<file path="config.mk">
export PLATFORM = sky130hd
export DESIGN_NAME = mag_window_minmax
export DESIGN_NICKNAME = d
export VERILOG_FILES = /design/src/rtl/mag_pkg.sv /design/src/rtl/mag_cmp.sv /design/src/rtl/mag_window_minmax.sv
export SDC_FILE = /design/constraint.sdc
export NUM_CORES = 1
export LEC_CHECK = 0
export ABC_AREA = 1
export BUFFER_PORTS_ARGS = -buffer_cell sky130_fd_sc_hd__buf_2
export CAP_MARGIN = 20
export CORE_MARGIN = 1
export CORE_UTILIZATION = 33
export CTS_BUF_LIST = sky130_fd_sc_hd__clkbuf_8
export DETAILED_ROUTE_END_ITERATION = 8
export PLACE_DENSITY_LB_ADDON = 0.1
export SLEW_MARGIN = 5
export SYNTH_ARGS = -nofsm -noshare
export SYNTH_HDL_FRONTEND = slang
export SYNTH_SLANG_ARGS = --single-unit
</file>
<file path="constraint.sdc">
create_clock -name clk -period 2.4 [get_ports clk]
set_clock_uncertainty 0.15 [all_clocks]
set_input_delay 0.36 -clock clk [delete_from_list [all_inputs] [get_ports clk]]
set_output_delay 0.36 -clock clk [all_outputs]
set_load 0.02 [all_outputs]
</file>
<file path="src/rtl/mag_pkg.sv">
// Shared definitions for the windowed min/max tracker: state encoding and
// default build sizes.
package mag_pkg;

  localparam logic [1:0] ST_IDLE  = 2'd0;
  localparam logic [1:0] ST_ACCUM = 2'd1;
  localparam logic [1:0] ST_HOLD  = 2'd2;

  localparam int DEF_WIDTH  = 4;
  localparam int DEF_WINDOW = 8;

  typedef enum logic [1:0] {
    IDLE  = ST_IDLE,
    ACCUM = ST_ACCUM,
    HOLD  = ST_HOLD
  } mag_state_e;

endpackage

</file>
<file path="src/rtl/mag_cmp.sv">
// Unsigned magnitude comparator; exactly one of eq/gt/lt is high for a vs b.
module mag_cmp #(
  parameter int WIDTH = 4
) (
  output logic             eq,
  output logic             gt,
  output logic             lt,
  input  logic [WIDTH-1:0] a,
  input  logic [WIDTH-1:0] b
);

  assign eq = (a == b);
  assign gt = (a > b);
  assign lt = (a < b);

endmodule

</file>
<file path="src/rtl/mag_window_minmax.sv">
// Streaming min/max tracker: reports max, min, first-occurrence indices and
// the max tie count once per WINDOW accepted samples, held until taken.
//
//   state | meaning
//   IDLE  | no sample of the current window held
//   ACCUM | 1..WINDOW-1 samples held
//   HOLD  | result pending on the res_* handshake
module mag_window_minmax
  import mag_pkg::*;
#(
  parameter int WIDTH  = DEF_WIDTH,
  parameter int WINDOW = DEF_WINDOW,
  parameter int IDX_W  = (WINDOW > 1) ? $clog2(WINDOW) : 1,
  parameter int CNT_W  = $clog2(WINDOW + 1)
) (
  input  logic             clk,
  input  logic             rst_n,
  input  logic             clear,
  input  logic             in_valid,
  output logic             in_ready,
  input  logic [WIDTH-1:0] in_data,
  output logic             res_valid,
  input  logic             res_ready,
  output logic [WIDTH-1:0] res_max,
  output logic [WIDTH-1:0] res_min,
  output logic [IDX_W-1:0] res_max_idx,
  output logic [IDX_W-1:0] res_min_idx,
  output logic [CNT_W-1:0] res_max_ties
);

  mag_state_e state_q, state_d;

  logic [CNT_W-1:0] count;
  logic [WIDTH-1:0] cur_max, cur_min;
  logic [IDX_W-1:0] cur_max_idx, cur_min_idx;
  logic [CNT_W-1:0] cur_ties;

  logic             eq_max, gt_max, lt_max;
  logic             eq_min, gt_min, lt_min;
  logic             accept, first, last;
  logic [WIDTH-1:0] nxt_max, nxt_min;
  logic [IDX_W-1:0] nxt_max_idx, nxt_min_idx;
  logic [CNT_W-1:0] nxt_ties, nxt_count;

  mag_cmp #(.WIDTH(WIDTH)) u_cmp_max (
    .eq(eq_max), .gt(gt_max), .lt(lt_max), .a(in_data), .b(cur_max)
  );

  mag_cmp #(.WIDTH(WIDTH)) u_cmp_min (
    .eq(eq_min), .gt(gt_min), .lt(lt_min), .a(in_data), .b(cur_min)
  );

  // Only gt/eq vs max and lt vs min steer the update.
  logic unused_cmp;
  assign unused_cmp = &{1'b0, lt_max, eq_min, gt_min};

  assign in_ready  = (state_q != HOLD);
  assign res_valid = (state_q == HOLD);
  assign accept    = in_valid & in_ready;
  assign first     = (state_q == IDLE);

  always_comb begin
    nxt_max     = cur_max;
    nxt_min     = cur_min;
    nxt_max_idx = cur_max_idx;
    nxt_min_idx = cur_min_idx;
    nxt_ties    = cur_ties;
    nxt_count   = count + 1'b1;
    if (first) begin
      nxt_max     = in_data;
      nxt_min     = in_data;
      nxt_max_idx = '0;
      nxt_min_idx = '0;
      nxt_ties    = CNT_W'(1);
      nxt_count   = CNT_W'(1);
    end else begin
      if (gt_max) begin
        nxt_max     = in_data;
        nxt_max_idx = count[IDX_W-1:0];
        nxt_ties    = CNT_W'(1);
      end else if (eq_max) begin
        nxt_ties = cur_ties + 1'b1;
      end
      if (lt_min) begin
        nxt_min     = in_data;
        nxt_min_idx = count[IDX_W-1:0];
      end
    end
  end

  assign last = (nxt_count == CNT_W'(WINDOW));

  always_ff @(posedge clk or negedge rst_n) begin
    if (!rst_n) state_q <= IDLE;
    else        state_q <= state_d;
  end

  always_comb begin
    state_d = state_q;
    case (state_q)
      IDLE:    if (accept) state_d = last ? HOLD : ACCUM;
      ACCUM:   if (accept && last) state_d = HOLD;
      HOLD:    if (res_ready) state_d = IDLE;
      default: state_d = IDLE;
    endcase
    if (clear) state_d = IDLE;
  end

  always_ff @(posedge clk or negedge rst_n) begin
    if (!rst_n) begin
      count        <= '0;
      cur_max      <= '0;
      cur_min      <= '0;
      cur_max_idx  <= '0;
      cur_min_idx  <= '0;
      cur_ties     <= '0;
      res_max      <= '0;
      res_min      <= '0;
      res_max_idx  <= '0;
      res_min_idx  <= '0;
      res_max_ties <= '0;
    end else if (clear) begin
      count    <= '0;
      cur_ties <= '0;
    end else if (accept) begin
      cur_max     <= nxt_max;
      cur_min     <= nxt_min;
      cur_max_idx <= nxt_max_idx;
      cur_min_idx <= nxt_min_idx;
      cur_ties    <= nxt_ties;
      count       <= last ? '0 : nxt_count;
      if (last) begin
        res_max      <= nxt_max;
        res_min      <= nxt_min;
        res_max_idx  <= nxt_max_idx;
        res_min_idx  <= nxt_min_idx;
        res_max_ties <= nxt_ties;
      end
    end
  end

endmodule

</file>
### Yosys cells after proc, flatten, opt, wreduce, memory -nomap -nowiden

Cells that the tools add are included.

| word-level totals | value |
|---|---|
| input port bits | 9 |
| register bits after elaboration | 42 |
| output and inout port bits | 20 |
| memories | 0 |
| bits in latches | 0 |
| word-level logic and storage cells | 55 |
| RAM bits | 0 |
| memory bits (read-only) | 0 |

| operators by class | value |
|---|---|
| order comparisons | 2 |
| multiplexer cells | 23 |
| add/subtract/negate cells | 2 |
| divide/modulo/power cells | 0 |
| shift-type cells | 0 |
| multiply operators | 0 |
| reductions and logical operators | 6 |
| bitwise gates (word level) | 2 |
| equality and inequality tests | 8 |

Operators by type and width:

| operator | number |
|---|---|
| 4-bit 2-to-1 mux | 13 |
| 3-bit 2-to-1 mux | 4 |
| 2-bit 2-to-1 mux | 5 |
| 4-bit by 1-bit adder with 4-bit output, second input constant | 2 |
| 2-bit case mux with 3 select lines | 1 |
| 3-bit AND reduction | 2 |
| 4-bit equality test | 1 |
| 4-bit equality test, second input constant | 1 |
| 4-bit > comparator | 1 |
| 4-bit < comparator | 1 |
| 3-bit by 1-bit != test with 1-bit output, second input constant | 1 |
| 3-bit by 2-bit != test with 1-bit output, second input constant | 1 |
| 3-bit != test, second input constant | 1 |
| 2-bit by 1-bit equality test with 1-bit output, second input constant | 1 |
| 2-bit equality test, second input constant | 1 |
| 2-bit zero test | 1 |
| 2-bit != test, second input constant | 1 |
| 2-bit AND reduction | 1 |
| 2-bit nonzero test | 1 |
| 1-bit bitwise AND | 1 |
| 1-bit logical AND | 1 |
| 1-bit inverter | 1 |

### Depth between registers and ports, before layout

Gate-level depths: netlist of run 1.

| logic depth | value |
|---|---|
| depth after elaboration | 7 |
| gate-level depth with buffers | 11 |
| gate-level depth less buffers | 11 |

### Modules after synthesis

A second synthesis of run 1 with hierarchy kept.

| unflattened totals | value |
|---|---|
| cells, all modules | 300 |
| area total of the unflattened synthesis | 2277.2 um2 |

Modules (own cells, without submodules):

| module | cells an instance | times used | area each (um2) | sequential area each (um2) |
|---|---|---|---|---|
| mag_window_minmax | 260 | 1 | 2047.0 | 1051.0 |
| mag_cmp | 20 | 2 | 115.1 | 0.0 |

### Worst setup path before layout of run 1

No wires, ideal clock.

| timing path | value |
|---|---|
| path type | reg2reg |
| from | register cur_max[3] |
| to | register cur_ties[0] |
| library setup time | 0.128 ns |
| data required time | 2.122 ns |
| arrival time | 1.434 ns |
| clock period less this slack | 1.711 ns |
| stages on the path, launching flop included | 10 |
| slack | 0.689 ns |
| path buffers | 0 |
| path through | dfrtp_1 -> inv_1 -> ha_1 -> nand2_1 -> nor2_4 -> inv_1 -> nand2_2 -> nand2_1 -> nor2_1 -> o21ai_0 |

| on the way | value |
|---|---|
| longest elaborated chain between the ends | 6 |
| elaborated cells between the ends (all ways) | 7 |
| those cells by class | 1 x order compare; 1 x eq/ne; 5 x mux |

Ends and longest elaborated chain:

| element | line | RTL |
|---|---|---|
| start: declaration | mag_window_minmax.sv:34 | `logic [WIDTH-1:0] cur_max, cur_min;` |
| start signal: assignment | mag_window_minmax.sv:126 | `cur_max <= nxt_max;` |
| parallel branches: the longest is 2 deep, another holds 4-bit > comparator | - |  |
| 4-bit 2-to-1 mux (*) | mag_window_minmax.sv:77 | `if (gt_max) begin` |
| 4-bit 2-to-1 mux (*) | mag_window_minmax.sv:69 | `if (first) begin` |
| 4-bit 2-to-1 mux (*) | mag_window_minmax.sv:125 | `end else if (accept) begin` |
| 4-bit 2-to-1 mux (*) | mag_window_minmax.sv:122 | `end else if (clear) begin` |
| end signal: assignment | mag_window_minmax.sv:130 | `cur_ties <= nxt_ties;` |
| end: declaration | mag_window_minmax.sv:36 | `logic [CNT_W-1:0] cur_ties;` |

Every way passes the cells marked *. The select of a mux whose other input is x is not followed.
A chain may end at the register's enable or synchronous reset.

### Worst setup path after layout of run 1

Ends and elaborated chain as after synthesis.

==> out/metrics.cfg, run 1 <==
[finish]
area_delta_synth_final_pct=14.26
fin_util_pct=40.06
fillerInstances=714
fin_cells=387
fin_nets=327
drive_gt1_share_pct=21.29
design_area_um2=2616
diodes=0

[routing]
wl_per_cell_um=13.20
drt-pass1-iter-count=4
wirelength_mm=5.109
via_count=1843
antenna_left=0
drc=0
via_per_inst=4.762
detail_route.iter0.violations=82

[setup_path]
arrival_ns=2.04
worst_setup_path_end_kind=flop
worstRegToRegCells=9
crit_required_ns=2.42
critPathKind=reg -> reg
cp_cell_sequence=inv_1 > ha_1 > nand2_1 > nor2_4 > inv_1 > nand2_2 > nand2_1 > nor2_1 > o21ai_0
reg2reg_slack_ns=0.38
rr_endpoint=cur_ties[0]
worst_path_max_delay_cell=dfrtp_1
cpPeakStageDelay_ns=0.36
crit_family=simple AND/OR/NAND/NOR gates
cp_max_fo=8
startpoint_type=flop
worstReg2RegStart=cur_max[3]
crit_buf_inv=2

[synthesis]
yosys_warnings=0
synthMuxAreaShare_pct=0
synth_xor_area_share_pct=1.148
synth_top_family_by_area=simple AND/OR/NAND/NOR gates
synth-compound-area-share_pct=7.705
synthTopCellsByArea=dfrtp_1 (46%), nand2_1 (15%), inv_1 (5.4%)
ys_seq_elements=42
ys_seq_area_share_pct=45.90
synth_common_cells=nand2_1 (91), dfrtp_1 (42), inv_1 (33)
synthArstFlopShare_pct=100.0
synthSimpleGateAreaFrac_pct=32.19
postSynthAreaPerCell_um2=8.326
synth_most_common_cell=nand2_1
synth.net_count=293
synthCells=275
netlist_area_um2=2290
synth.distinct_cells=29
synth_edf_count=0
yosys_most_used_dff=dfrtp_1
synth_top_area_cell=dfrtp_1
yosys.area_share.adder_pct=4.918
synth_top_area_share_pct=45.90

[clock_network]
cts.sinks=42
ctsHoldBuffers=0
cts_made_buffers=5
htree_levels=2
clk_path_buf_depth=2
root_buffer=clkbuf_8
cts_tree=done
post_cts_buffers=0
clk_pin_slew_ns=0.08
cts_resized=0
insertion_delay_ns=0.29

[power_and_ir_drop]
p_total_mw=1.788
ir_worst_vdd_uv=236.3
leakage_nw=1.441
power.density_nw_per_um2=683.3

[placed_design]
place.gp.congestion=0.7752
dp.cells=379
pre_cts_slack_ns=0.2416
hpwl_mm=3.785
port_buffers=28
placed_cell_area_um2=2525

[timing]
max_slew_margin_pct=62.60
slew_violations=0
rsz0062_at_grt=no
hold_violations=20
whs_ns=-0.01475
final-setup-viol-count=0
fmax_mhz=495.5
layout_setup_ws_ns=0.3819
fin_crit_sh_pct=84.09
setup_tns_ns=0
worst_pin_slew_ns=0.5610
period_minus_slack_ns=2.018

[global_routing]
grt_pass1_wl_mm=8.928
grt_pass1_vias=1752
grt_usage_pct=16.05
grt_remaining_overflow=0
antenna_found_initial=0
grt_max_degree=43

[die]
start_util_pct=35.06
num_rows=29
die_y_um=85.30
pin_count=29
die_w_um=85.30
dieArea_um2=7275
core_area_um2=6531

[flow_run]
maxCapViolations=0

[worst_hold_path]
hold_class=in -> async

[outcome]
violations=negative hold slack
status=complete, but fails checks

==> worst reg2reg max path, cell delays in order, from the launching register on <==
cell     delay, ns
dfrtp_1       0.36
inv_1         0.06
ha_1          0.29
nand2_1       0.10
nor2_4        0.20
inv_1         0.13
nand2_2       0.16
nand2_1       0.15
nor2_1        0.22
o21ai_0       0.10
==> sequential cells by signal, indices dropped and copies added, names as in the netlist <==
signal / count
count: 4
cur_max: 4
cur_max_idx: 3
cur_min: 4
cur_min_idx: 3
cur_ties: 4
res_max: 4
res_max_idx: 3
res_max_ties: 4
res_min: 4
res_min_idx: 3
state_q: 2
==> how the worst max path moves through the flow <==
stage	start	to	cells after the start
2_1_floorplan	cur_max[3]	cur_ties[0]	9
3_3_place_gp	in_data[3]	cur_ties[0]	9
3_5_place_dp	in_data[3]	cur_ties[0]	9
4_1_cts	cur_max[3]	cur_ties[0]	9
5_1_grt	cur_max[3]	cur_ties[0]	9
6_report	cur_max[3]	cur_ties[0]	9
==> per-layer routing <==
metal / vias to the layer above / wire length [um] / GRT usage, % / share of wire (%)
li1: 950 / - / - / -
met1: 861 / 2573 / 22.78 / 50
met5: - / 0 / 0 / 0
met2: 27 / 2319 / 24.71 / 45
met3: 5 / 152 / 3.210 / 3.0
met4: 0 / 64 / 5.000 / 1.3
==> final cells by class <==
class,count,area (um2),share of cell area (%)
multi-input combinational,188,1052,40.22
sequential,42,1051,40.17
timing repair buffer,32,170.2,6.504
inverter,40,155.1,5.930
tap,77,96.34,3.682
clock buffer,6,82.58,3.156
clock inverter,2,8.758,0.3348
==> cells in the final DEF (no fill, tap or decap) <==
cell type / Yosys / layout
a21boi_0: 2 / 2
a21oi_1: 5 / 5
buf_2: 4 / 28
buf_4: 0 / 4
clkbuf_8: 0 / 6
clkinv_2: 0 / 1
clkinv_4: 1 / 1
dfrtp_1: 42 / 42
ha_1: 9 / 9
inv_1: 33 / 34
inv_2: 6 / 6
nand2_1: 91 / 91
nand2_2: 3 / 3
nand2_4: 2 / 2
nand3_1: 24 / 24
nand3_2: 5 / 5
nand3_4: 2 / 2
nand3b_1: 1 / 1
nand4_1: 5 / 5
nor2_1: 2 / 2
nor2_2: 2 / 2
nor2_4: 4 / 4
nor2_8: 2 / 2
nor3_1: 1 / 1
o211ai_1: 1 / 1
o21ai_0: 12 / 12
o21ai_1: 6 / 6
o21bai_1: 1 / 1
o22ai_1: 5 / 5
xnor2_1: 1 / 1
xor2_1: 2 / 2
==> cell families after synthesis <==
kind of cell,after synthesis
xor gates and xnor gates,3
adders and majority gates,9
DFF,42
buffers and inverters,45
and+or+nand+nor,144
AOI/OAI and AO/OA,32
==> report_power, final <==
part	internal (mW)	switching [mW]
sequential	0.780	0.0377
combinational	0.155	0.343
clock	0.228	0.244
total	1.16	0.625
Note: power is estimated with default switching activity, not from simulation.
==> run 2, diff against run 1 <==
==> constraint.sdc (replaced) <==
create_clock -name clk -period 1.73 [get_ports clk]
set_clock_uncertainty 0.15 [all_clocks]
set_input_delay 0.2595 -clock clk [delete_from_list [all_inputs] [get_ports clk]]
set_output_delay 0.2595 -clock clk [all_outputs]
set_load 0.02 [all_outputs]
==> out/metrics.cfg, run 2 (synthesis results as in run 1) <==
[timing]
hold_violations=0  ; was 20
max_slew_margin_pct=69.82  ; was 62.60%
slew_violations=0  ; unchanged
fin_crit_sh_pct=100.8  ; was 84.09%
fmax_mhz=573.7  ; was 495.5 MHz
period_minus_slack_ns=1.743  ; was 2.018 ns
final-setup-viol-count=2  ; was 0
rsz0062_at_grt=yes  ; was no
layout_setup_ws_ns=-0.01319  ; was 0.3819 ns
worst_pin_slew_ns=0.4528  ; was 0.5610 ns

[clock_network]
root_buffer=clkbuf_8  ; unchanged
insertion_delay_ns=0.30  ; was 0.29 ns
clk_path_buf_depth=2  ; unchanged
cts.sinks=42  ; unchanged
htree_levels=2  ; unchanged
cts_made_buffers=5  ; unchanged
cts_tree=done  ; unchanged
clk_pin_slew_ns=0.09  ; was 0.08 ns

[die]
start_util_pct=35.06  ; unchanged
die_w_um=85.30  ; unchanged
die_y_um=85.30  ; unchanged
num_rows=29  ; unchanged
core_area_um2=6531  ; unchanged
dieArea_um2=7275  ; unchanged
pin_count=29  ; unchanged

[setup_path]
cp_cell_sequence=inv_2 > ha_4 > inv_2 > o21bai_1 > nand2_1 > nand2_2 > nand2_4 > buf_6 > nand2_1 > nand3_2 > o21ai_1  ; was inv_1 > ha_1 > nand2_1 > nor2_4 > inv_1 > nand2_2 > nand2_1 > nor2_1 > o21ai_0
crit_required_ns=1.81  ; was 2.42 ns
worst_setup_path_end_kind=flop  ; unchanged
critPathKind=reg -> reg  ; unchanged
worstReg2RegStart=cur_max[1]  ; was cur_max[3]
worst_path_max_delay_cell=dfrtp_1  ; unchanged
startpoint_type=flop  ; unchanged
worstRegToRegCells=11  ; was 9
reg2reg_slack_ns=-0.01  ; was 0.38 ns
rr_endpoint=res_max_idx[2]  ; was cur_ties[0]
cp_max_fo=3  ; was 8
cpPeakStageDelay_ns=0.37  ; was 0.36 ns
arrival_ns=1.82  ; was 2.04 ns

[worst_hold_path]
min_to=state_q[0]
min_path_cells=4
hold_class=in -> reg  ; was in -> async
min_from=res_ready

[routing]
drt-pass1-iter-count=4  ; unchanged
wl_per_cell_um=14.55  ; was 13.20 um
drc=0  ; unchanged
antenna_left=0  ; unchanged
detail_route.iter0.violations=88  ; was 82
via_per_inst=4.847  ; was 4.762
via_count=2026  ; was 1843
wirelength_mm=6.082  ; was 5.109 mm

[power_and_ir_drop]
pwr-share-clk_pct=25.9  ; was 26.4%
p_total_mw=3.063  ; was 1.788 mW
combPwrFrac_pct=36.9  ; was 27.9%
internal_power_mw=1.977  ; was 1.163 mW
power.density_nw_per_um2=964.8  ; was 683.3 nW/um2
sw_frac_of_total_pct=35.45  ; was 34.94%
ir_worst_vdd_uv=464.2  ; was 236.3 uV
p_sw_mw=1.086  ; was 0.6245 mW
seq_power_share_pct=37.3  ; was 45.7%
leakage_nw=1.664  ; was 1.441 nW

[global_routing]
grt_pass1_wl_mm=9.528  ; was 8.928 mm
grt_remaining_overflow=0  ; unchanged
grt_max_degree=26  ; was 43
grt_usage_pct=17.03  ; was 16.05%
grt_pass1_vias=1940  ; was 1752
antenna_found_initial=0  ; unchanged

[outcome]
status=complete, but fails checks  ; unchanged
violations=negative setup slack  ; was negative hold slack

[finish]
layout_commonest_cell=nand2_1  ; unchanged
drive_gt1_share_pct=43.40  ; was 21.29%
fin_cells=418  ; was 387
fillerInstances=631  ; was 714
area_delta_synth_final_pct=38.63  ; was 14.26%
diodes=0  ; unchanged
mostFrequentLayoutCells=nand2_1 (66), dfrtp_1 (42), buf_2 (28)  ; was nand2_1 (91), dfrtp_1 (42), inv_1 (34)
fin_util_pct=48.60  ; was 40.06%
fin_nets=358  ; was 327

[placed_design]
port_buffers=28  ; unchanged
hpwl_mm=4.039  ; was 3.785 mm
place.gp.congestion=0.7641  ; was 0.7752
dp.cells=396  ; was 379

[flow_run]
maxCapViolations=0  ; unchanged

## run 2: worst max-delay path, delay by kind of cell (launching register included)
family | cells | cell delay, ns
AND/OR/NAND/NOR | 5 | 0.42
flip-flops | 1 | 0.37
buffers and inverters | 3 | 0.21
adder cells (fa/ha/maj) | 1 | 0.26
AO/OA/AOI/OAI | 2 | 0.27
## run 2: through the flow
stage	cell area (um2)	setup WS (ns)	hold WS, ns	setup TNS [ns]
after global placement	2678	-0.08604	0.08655	-0.4479
after detailed placement	2678	-0.1096	0.08895	-0.8006
after global routing	3174	-0.1398	0.2355	-2.096
final	3174	-0.01319	0.2190	-0.01527
after floorplan	2290	0.01885	-0.1861	0
after CTS	2877	-0.01524	0.2173	-0.02581
## run 2: repair_timing
action                                 4_1_cts  5_1_grt
endpoints found under the hold margin       17        0
hold buffers                                 1        0
setup endpoints to repair                   20       36
resized for setup                           12       58
cloned                                       1        1
setup buffers                                2        9
pin swaps                                    7       24
## run 2: how the worst max path moves through the flow
| stage | startpoint | endpoint | cells past startpoint |
|---|---|---|---|
| 6_report | cur_max[1] | res_max_idx[2] | 11 |
| 5_1_grt | cur_max[1] | res_max_idx[2] | 11 |
| 4_1_cts | cur_max[1] | res_max_idx[0] | 11 |
| 3_5_place_dp | in_data[3] | cur_ties[0] | 10 |
| 3_3_place_gp | in_data[3] | cur_ties[0] | 10 |
| 2_1_floorplan | cur_max[3] | cur_ties[0] | 9 |
## run 2: area by class of cell
| cell class | instances | area [um2] | share of cell area, % |
|---|---|---|---|
| clock buffers | 5 | 68.82 | 2.168 |
| clock inverters | 3 | 40.04 | 1.261 |
| inverters | 40 | 157.7 | 4.966 |
| multi-input cells | 189 | 1285 | 40.48 |
| flip-flops and latches | 42 | 1051 | 33.11 |
| well taps | 77 | 96.34 | 3.035 |
| repair buffers | 62 | 475.5 | 14.98 |
## run 2: routing by layer
metal	track usage, %	vias up	part of all wire (%)
li1	-	1012	-
met2	26.98	35	48
met4	5.303	0	1.1
met5	0	-	0
met1	23.42	974	47
met3	3.599	5	3.6
## run 2: power groups by stage
stage,logic (mW),registers (mW),clock network (mW)
global route,1.24,1.15,0.846
CTS,0.934,1.14,0.807
detailed placement,0.833,1.15,0
floorplan,0.521,1.14,0
global placement,0.835,1.15,0
finish,1.13,1.14,0.792
